--- config.mk ---
export PLATFORM = sky130hd
export DESIGN_NAME = ysyx_22040365_ifu_flat
export DESIGN_NICKNAME = d
export VERILOG_FILES = /design/src/rtl/ysyx_22040365_ifu_if.sv /design/src/rtl/ysyx_22040365_ifu.sv /design/src/flat_wrapper.sv
export SDC_FILE = /design/constraint.sdc
export NUM_CORES = 1
export LEC_CHECK = 0
export CAP_MARGIN = 5
export CORE_MARGIN = 2
export CORE_UTILIZATION = 47
export DETAILED_ROUTE_END_ITERATION = 10
export PLACE_DENSITY = 0.92
export SYNTH_ARGS = -nofsm -noshare
export SYNTH_HDL_FRONTEND = slang
export SYNTH_SLANG_ARGS = --single-unit
--- constraint.sdc ---
create_clock -name clk -period 6.4 [get_ports clk]
set_clock_uncertainty 0.1 [all_clocks]
set_input_delay 0.96 -clock clk [delete_from_list [all_inputs] [get_ports clk]]
set_output_delay 0.96 -clock clk [all_outputs]
set_load 0.03 [all_outputs]
--- src/rtl/ysyx_22040365_ifu_if.sv ---
// ---------------------------------------------------------------------------
// ysyx_22040365_ifu_if
//
// Bundles every handshake and bus signal of the instruction fetch unit:
//   - imem request channel  : imem_req_valid / imem_req_ready / imem_req_addr
//   - imem response channel : imem_rsp_valid / imem_rsp_data / imem_rsp_err
//   - decode channel        : inst_valid / inst_ready / inst / inst_pc
//   - execute redirect      : redirect_valid / redirect_pc
//   - status                : halt / fetch_err (both sticky)
//
// Modports:
//   master : the IFU side (drives the request, decode and status signals)
//   slave  : the environment side (memory, decode and execute)
// ---------------------------------------------------------------------------
interface ysyx_22040365_ifu_if;
  logic        imem_req_valid;
  logic        imem_req_ready;
  logic [63:0] imem_req_addr;
  logic        imem_rsp_valid;
  logic [31:0] imem_rsp_data;
  logic        imem_rsp_err;
  logic        inst_valid;
  logic        inst_ready;
  logic [31:0] inst;
  logic [63:0] inst_pc;
  logic        redirect_valid;
  logic [63:0] redirect_pc;
  logic        halt;
  logic        fetch_err;

  modport master (
    output imem_req_valid, imem_req_addr,
    input  imem_req_ready,
    input  imem_rsp_valid, imem_rsp_data, imem_rsp_err,
    output inst_valid, inst, inst_pc,
    input  inst_ready,
    input  redirect_valid, redirect_pc,
    output halt, fetch_err
  );

  modport slave (
    input  imem_req_valid, imem_req_addr,
    output imem_req_ready,
    output imem_rsp_valid, imem_rsp_data, imem_rsp_err,
    input  inst_valid, inst, inst_pc,
    output inst_ready,
    output redirect_valid, redirect_pc,
    input  halt, fetch_err
  );
endinterface

--- src/rtl/ysyx_22040365_ifu.sv ---
// ---------------------------------------------------------------------------
// ysyx_22040365_ifu
//
// Instruction fetch unit for the single-cycle core. Owns the PC, issues one
// fetch at a time to instruction memory, buffers the returned word and hands
// it with its PC to decode. Execute can redirect the PC at any point; fetch
// stops for good after an ebreak is handed over or after a fault.
//
// Ports:
//   clk     : clock, all state on its rising edge
//   rst     : asynchronous, active-high reset
//   io_ifu  : ysyx_22040365_ifu_if.master bundle
//               imem_req_*   fetch request (valid/ready, 64-bit address)
//               imem_rsp_*   fetch response (valid only, data + error)
//               inst_*       instruction to decode (valid/ready, word + PC)
//               redirect_*   one-cycle PC redirect from execute
//               halt         sticky, set after ebreak is consumed
//               fetch_err    sticky, set on access fault or misaligned redirect
//
// Every output comes straight from a register; no input reaches an output
// within the same cycle.
// ---------------------------------------------------------------------------
module ysyx_22040365_ifu #(
  parameter logic [63:0] RESET_PC = 64'h0000_0000_8000_0000
) (
  input logic                     clk,
  input logic                     rst,
  ysyx_22040365_ifu_if.master     io_ifu
);

  localparam logic [31:0] EBREAK   = 32'h0010_0073;
  localparam logic [31:0] NOP_INST = 32'h0000_0013;

  typedef enum logic [2:0] {
    START,
    REQ,
    WAIT,
    HOLD,
    DROP,
    HALT
  } state_t;

  state_t      r_state;
  logic [63:0] r_pc;
  logic        r_req_valid;
  logic        r_inst_valid;
  logic [31:0] r_inst;
  logic [63:0] r_inst_pc;
  logic        r_halt;
  logic        r_fetch_err;

  state_t      w_next_state;
  logic [63:0] w_next_pc;
  logic        w_capture;
  logic        w_set_halt;
  logic        w_set_err;
  logic        w_req_hs;
  logic        w_redir_ok;
  logic        w_redir_bad;
  logic        w_ebreak_taken;

  // r_req_valid is high exactly in REQ, so this is the request handshake.
  assign w_req_hs    = r_req_valid & io_ifu.imem_req_ready;
  assign w_redir_ok  = io_ifu.redirect_valid & (io_ifu.redirect_pc[1:0] == 2'b00);
  assign w_redir_bad = io_ifu.redirect_valid & (io_ifu.redirect_pc[1:0] != 2'b00);
  // An ebreak handed to decode halts even if a redirect arrives with it.
  assign w_ebreak_taken = (r_state == HOLD) & io_ifu.inst_ready & (r_inst == EBREAK);

  always_comb begin
    w_next_state = r_state;
    w_next_pc    = r_pc;
    w_set_halt   = 1'b0;
    w_set_err    = 1'b0;

    unique case (r_state)
      START: begin
        w_next_state = REQ;
        if (w_redir_ok) w_next_pc = io_ifu.redirect_pc;
      end

      REQ: begin
        if (w_req_hs) w_next_state = WAIT;
        if (w_redir_ok) begin
          w_next_pc = io_ifu.redirect_pc;
          // Once the request is accepted its response is still coming and
          // must be swallowed; before that the address can simply move.
          w_next_state = w_req_hs ? DROP : REQ;
        end
      end

      WAIT: begin
        if (io_ifu.imem_rsp_valid) begin
          if (io_ifu.imem_rsp_err) begin
            w_set_err    = 1'b1;
            w_next_state = HALT;
          end else begin
            w_next_state = HOLD;
          end
        end
        if (w_redir_ok) begin
          // A redirect discards whatever the response carried, error included.
          w_set_err    = 1'b0;
          w_next_pc    = io_ifu.redirect_pc;
          w_next_state = io_ifu.imem_rsp_valid ? REQ : DROP;
        end
      end

      HOLD: begin
        if (w_ebreak_taken) begin
          w_set_halt   = 1'b1;
          w_next_state = HALT;
        end else if (w_redir_ok) begin
          w_next_pc    = io_ifu.redirect_pc;
          w_next_state = REQ;
        end else if (io_ifu.inst_ready) begin
          w_next_pc    = r_pc + 64'd4;
          w_next_state = REQ;
        end
      end

      DROP: begin
        // The stale response (and its error flag) is consumed here. A
        // redirect only retargets the pc; the drop must still complete.
        if (io_ifu.imem_rsp_valid) w_next_state = REQ;
        if (w_redir_ok) w_next_pc = io_ifu.redirect_pc;
      end

      HALT: begin
        w_next_state = HALT;
      end

      default: begin
        w_next_state = HALT;
      end
    endcase

    // Misaligned redirect target: stop fetching; any outstanding response
    // arrives in HALT and is ignored there.
    if (w_redir_bad && (r_state != HALT)) begin
      w_set_err    = 1'b1;
      w_next_state = HALT;
    end
  end

  assign w_capture = (r_state == WAIT) && (w_next_state == HOLD);

  always_ff @(posedge clk or posedge rst) begin
    if (rst) begin
      r_state      <= START;
      r_pc         <= RESET_PC;
      r_req_valid  <= 1'b0;
      r_inst_valid <= 1'b0;
      r_inst       <= NOP_INST;
      r_inst_pc    <= RESET_PC;
      r_halt       <= 1'b0;
      r_fetch_err  <= 1'b0;
    end else begin
      r_state      <= w_next_state;
      r_pc         <= w_next_pc;
      // Outputs are registered from the next state so they line up with it.
      r_req_valid  <= (w_next_state == REQ);
      r_inst_valid <= (w_next_state == HOLD);
      if (w_capture) begin
        r_inst    <= io_ifu.imem_rsp_data;
        r_inst_pc <= r_pc;
      end
      r_halt      <= r_halt | w_set_halt;
      r_fetch_err <= r_fetch_err | w_set_err;
    end
  end

  assign io_ifu.imem_req_valid = r_req_valid;
  assign io_ifu.imem_req_addr  = r_pc;
  assign io_ifu.inst_valid     = r_inst_valid;
  assign io_ifu.inst           = r_inst;
  assign io_ifu.inst_pc        = r_inst_pc;
  assign io_ifu.halt           = r_halt;
  assign io_ifu.fetch_err      = r_fetch_err;

endmodule

--- src/flat_wrapper.sv ---
// flat-port wrapper written by rule: the top's interface ports become plain ports
module ysyx_22040365_ifu_flat 
#(
  parameter logic [63:0] RESET_PC = 64'h0000_0000_8000_0000
)
  (clk, rst, io_ifu_imem_req_valid, io_ifu_imem_req_addr, io_ifu_imem_req_ready, io_ifu_imem_rsp_valid, io_ifu_imem_rsp_data, io_ifu_imem_rsp_err, io_ifu_inst_valid, io_ifu_inst, io_ifu_inst_pc, io_ifu_inst_ready, io_ifu_redirect_valid, io_ifu_redirect_pc, io_ifu_halt, io_ifu_fetch_err);
  ysyx_22040365_ifu_if io_ifu_i ();
  input logic clk;
  input logic rst;
  output wire logic [$bits(io_ifu_i.imem_req_valid)-1:0] io_ifu_imem_req_valid;
  output wire logic [$bits(io_ifu_i.imem_req_addr)-1:0] io_ifu_imem_req_addr;
  input wire logic [$bits(io_ifu_i.imem_req_ready)-1:0] io_ifu_imem_req_ready;
  input wire logic [$bits(io_ifu_i.imem_rsp_valid)-1:0] io_ifu_imem_rsp_valid;
  input wire logic [$bits(io_ifu_i.imem_rsp_data)-1:0] io_ifu_imem_rsp_data;
  input wire logic [$bits(io_ifu_i.imem_rsp_err)-1:0] io_ifu_imem_rsp_err;
  output wire logic [$bits(io_ifu_i.inst_valid)-1:0] io_ifu_inst_valid;
  output wire logic [$bits(io_ifu_i.inst)-1:0] io_ifu_inst;
  output wire logic [$bits(io_ifu_i.inst_pc)-1:0] io_ifu_inst_pc;
  input wire logic [$bits(io_ifu_i.inst_ready)-1:0] io_ifu_inst_ready;
  input wire logic [$bits(io_ifu_i.redirect_valid)-1:0] io_ifu_redirect_valid;
  input wire logic [$bits(io_ifu_i.redirect_pc)-1:0] io_ifu_redirect_pc;
  output wire logic [$bits(io_ifu_i.halt)-1:0] io_ifu_halt;
  output wire logic [$bits(io_ifu_i.fetch_err)-1:0] io_ifu_fetch_err;
  assign io_ifu_imem_req_valid = io_ifu_i.imem_req_valid;
  assign io_ifu_imem_req_addr = io_ifu_i.imem_req_addr;
  assign io_ifu_i.imem_req_ready = io_ifu_imem_req_ready;
  assign io_ifu_i.imem_rsp_valid = io_ifu_imem_rsp_valid;
  assign io_ifu_i.imem_rsp_data = io_ifu_imem_rsp_data;
  assign io_ifu_i.imem_rsp_err = io_ifu_imem_rsp_err;
  assign io_ifu_inst_valid = io_ifu_i.inst_valid;
  assign io_ifu_inst = io_ifu_i.inst;
  assign io_ifu_inst_pc = io_ifu_i.inst_pc;
  assign io_ifu_i.inst_ready = io_ifu_inst_ready;
  assign io_ifu_i.redirect_valid = io_ifu_redirect_valid;
  assign io_ifu_i.redirect_pc = io_ifu_redirect_pc;
  assign io_ifu_halt = io_ifu_i.halt;
  assign io_ifu_fetch_err = io_ifu_i.fetch_err;
  ysyx_22040365_ifu #(.RESET_PC(RESET_PC)) u_core (.clk(clk), .rst(rst), .io_ifu(io_ifu_i));
endmodule
==> impl_summary.txt <==
----------------------------------------------------
[Status]
  Status ... finished, final reports clean

[Layout]
  Area of combinational cells with multiple inputs ... 0.00405 sq mm
  Final Cell Area ... between 0.01 and 0.015 sq mm
  Inserted Diodes ... 0
  Synthesis-to-layout area growth ... 39.3%
  Fraction of layout cells with a size suffix above 1 ... between 15 and 20%
  Area of all sequential standard cells ... ~0.0042 sq mm
  Layout Nets ... approximately 1100
  Number of fillers in the final layout ... approximately 1400

[Critical path]
  Data required time of the critical path ... 6.61 ns
  Worst reg2reg setup slack ... around 3.2 ns
  Sort of element at the start of the critical path ... input port
  Worst Setup Path Type ... in2reg
  Worst reg2reg startpoint ... u_core.io_ifu.imem_req_addr[2]
  Sort of element at the end of the critical path ... flop
  Crit-path max FO ... 72
  Beginning of the critical path ... io_ifu_imem_rsp_valid
  Arrival time reported for the critical path endpoint ... 3.80 ns

[Clock network]
  Postcts setup bufs ... 0
  Total of cells resized after clock tree synthesis ... 0
  Later-pin clock latency in the skew report ... about 0.43 ns
  # clock sinks ... 167
  Clock H-tree levels ... 4
  Clock-pin slew of the registers on the worst-case setup and hold paths ... about 0.070 ns
  Cell at the root of the clock tree ... sky130_fd_sc_hd__clkbuf_16
  Number of buffers created by CTS ... 17
  CTS tree ... done
  Number of buffers between clock root and the deepest sink ... 2
  Number of buffers inserted for hold repair after clock tree synthesis ... 0

[Synth]
  Distinct cells, synth ... between 60 and 70
  Synth top cells by count ... 162 x sky130_fd_sc_hd__dfrtp_1, 97 x sky130_fd_sc_hd__mux2_2, 67 x sky130_fd_sc_hd__nand2_1
  Post-synth net total ... 914
  Post-synthesis sequential area ratio ... 48.9%
  Cell Area, Synth ... about 0.0086 sq mm
  Dominant register cell in the synthesized netlist ... sky130_fd_sc_hd__dfrtp_1
  Share of Yosys cell area claimed by the top area cell type ... between 40% and 50%
  Cell type contributing the most total cell area after synthesis ... sky130_fd_sc_hd__dfrtp_1
  Cell types occupying the most area after synthesis ... sky130_fd_sc_hd__dfrtp_1 47%, sky130_fd_sc_hd__mux2_2 13%, sky130_fd_sc_hd__nand2_1 2.9%
  Number of enable flip-flop cells after synthesis ... 0
  Mean cell area of the mapped netlist ... around 11 sq um
  Share of synthesized flip-flops with an asynchronous set or reset ... 100%
  Count leader, synth ... sky130_fd_sc_hd__dfrtp_1
  Number of synthesis warnings ... 0
  Syn Inst Count ... 810
  Number of flip-flops and latches in the synthesized netlist ... 167

[Placed design]
  Worst slack after detailed placement ... roughly 2.4 ns
  Hpwl dp ... 18.3 mm
  Total of buffers placed on input and output ports ... approximately 270
  RePlAce Congestion ... about 0.86
  Area post-placement ... approximately 0.011 sq mm

[Pwr]
  Leakage power figure ... around 0.0049 uW
  Power density of the placed cells ... 213 mW/mm^2
  Power share of the clock group ... a little over two fifths
  Power share of the sequential group ... a little under half
  Worst ir drop on vdd ... around 190 uV
  Net Switching ... 677 uW
  Combinational share of power ... between 10% and 20%
  Total power ... approximately 2500 uW
  Cell internal pwr ... 1860 uW
  Sw Ratio ... roughly a quarter

[Floorplanning]
  Cell Rows ... between 40 and 50
  Starting density of the core ... between 40% and 50%
  Die W ... around 140 um
  Area of the core region ... 0.0179 sq mm
  Overall die area ... just under 0.02 sq mm
  Number of top-level pins ... roughly 270
  Die height ... between 100 and 150 um

[Job]
  Max-Cap Viols ... 0

[Global route]
  Leftover overflow at the end of global routing ... 0
  Wire length of the first global-routing pass ... 42.3 mm
  Global-route total usage across every layer ... a little over a quarter
  Pin count of the biggest net entering global routing ... 120
  Number of global-route vias before repair ... roughly 7700
  Initial antenna violation count ... 0

[STA]
  Slew margin rel. ... between 20 and 25%
  Hold violation count in the final report ... 0
  FMAX ... roughly 280 MHz
  Max-slew violation count ... 0
  Worst-Margin Slew ... around 1.1 ns
  Setup violation total in the final timing report ... 0
  Post-route setup slack ... 2.81 ns
  Setup Total Neg Slack ... 0 ns
  Unrepaired setup endpoints after global routing ... no
  Share of the clock period used by the worst path ... 56.1%
  Clock period minus worst slack ... approximately 3.6 ns

[Route]
  Count of TritonRoute iterations in the first routing pass ... 6
  Via total after detailed routing ... 7861
  Average vias per placed instance ... 6.12
  Final WL ... 26.4 mm
  Starting DRC count in detailed routing ... roughly 740
  Per-cell routed wire length ... 20.6 um
  Antenna-violating nets left ... 0
  Post-route DRC ... 0

[Min path]
  Start point of the worst hold path ... u_core.io_ifu.halt
  HP Class ... reg2reg

----------------------------------------------------
[cells by family (layout without fill, tap and decap cells)]
| family | Yosys count | after routing | synth area share (%) |
|---|---|---|---|
| and+or+nand+nor | 268 | 268 | 17.7 |
| DFF | 167 | 167 | 48.9 |
| buffers and inverters | 76 | 321 | 4.08 |
| muxes | 100 | 100 | 13.1 |
| AOI/OAI and AO/OA | 197 | 197 | 16.0 |
| adders and majority gates | 2 | 2 | 0.263 |
[area by class of cell]
type	count	area share [%]
inverters	15	0.514
well taps	229	2.40
multi-input cells	567	34.0
flip-flops and latches	167	35.1
repair buffers	274	22.8
clock buffers	19	3.72
clock inverters	13	1.42
[stage by stage]
stage / std cells / hold slack [ns] / util [%]
3_5_place_dp: 1252 / 0.354 / 63.2
5_1_grt: 1284 / 0.390 / 66.6
3_3_place_gp: 1252 / 0.356 / 63.2
4_1_cts: 1284 / 0.381 / 66.6
6_report: 1284 / 0.377 / 66.6
2_1_floorplan: 810 / 0.513 / -
[state kept, by name, summed over array words and instances, names as in the netlist]
| register | count |
|---|---|
| u_core.r_state | 3 |
| u_core.io_ifu.imem_req_addr | 64 |
| u_core.io_ifu.fetch_err | 1 |
| u_core.io_ifu.inst | 32 |
| u_core.io_ifu.imem_req_valid | 1 |
| u_core.io_ifu.halt | 1 |
| u_core.io_ifu.inst_pc | 64 |
| u_core.io_ifu.inst_valid | 1 |
[cells in the final DEF, fill, tap and decap left out, types with 5 or more instances in the layout]
master	n
sky130_fd_sc_hd__clkdlybuf4s50_1	266
sky130_fd_sc_hd__dfrtp_1	162
sky130_fd_sc_hd__mux2_2	97
sky130_fd_sc_hd__nand2_1	66
sky130_fd_sc_hd__a21oi_1	45
sky130_fd_sc_hd__nand3_1	40
sky130_fd_sc_hd__nor2_1	39
sky130_fd_sc_hd__nand4_1	38
sky130_fd_sc_hd__o21ai_0	27
sky130_fd_sc_hd__a2bb2oi_1	27
sky130_fd_sc_hd__o22ai_1	20
sky130_fd_sc_hd__nor4_1	17
sky130_fd_sc_hd__clkbuf_16	17
sky130_fd_sc_hd__inv_1	14
sky130_fd_sc_hd__o211ai_1	14
sky130_fd_sc_hd__nor3_1	13
sky130_fd_sc_hd__buf_4	8
sky130_fd_sc_hd__and3_1	7
sky130_fd_sc_hd__inv_6	6
sky130_fd_sc_hd__o21a_1	5
sky130_fd_sc_hd__and2_1	5
sky130_fd_sc_hd__o31a_1	5
sky130_fd_sc_hd__a22oi_1	5
sky130_fd_sc_hd__dfstp_2	5
[per-layer routing]
| metal | vias up | track usage [%] | share of wire (%) |
|---|---|---|---|
| li1 | 3547 | - | - |
| met1 | 3804 | 35.1 | 39 |
| met2 | 458 | 44.3 | 48 |
| met3 | 52 | 9.36 | 11 |
| met4 | 0 | 8.08 | 2.3 |
| met5 | - | 0 | 0 |
[worst max-delay path, stage by stage]
cell                              delay [ns]
sky130_fd_sc_hd__clkdlybuf4s50_1        0.52
sky130_fd_sc_hd__nand3b_1               0.14
sky130_fd_sc_hd__a31oi_1                0.11
sky130_fd_sc_hd__nor3_1                 0.26
sky130_fd_sc_hd__and4_4                 0.92
sky130_fd_sc_hd__buf_4                  0.45
sky130_fd_sc_hd__mux2_2                 0.38
[power groups by stage]
stage          Sequential [uW]  Combinational [uW]  Clock [uW]
2_1_floorplan             1210                93.6           0
3_3_place_gp              1170                 291           0
3_5_place_dp              1180                 296           0
4_1_cts                   1160                 298        1090
5_1_grt                   1160                 316        1140
6_report                  1160                 295        1080
[worst paths after layout]
check | end | cells after the start
max in group asynchronous | u_core.io_ifu.imem_req_addr[0] | 3
max | u_core.io_ifu.inst_pc[5] | 7
min reg2reg | u_core.io_ifu.halt | 1
max reg2reg | u_core.io_ifu.imem_req_addr[58] | 6
min | u_core.io_ifu.halt | 1
min in group asynchronous | u_core.io_ifu.inst_pc[36] | 2
(Power assumes the default switching activity.)
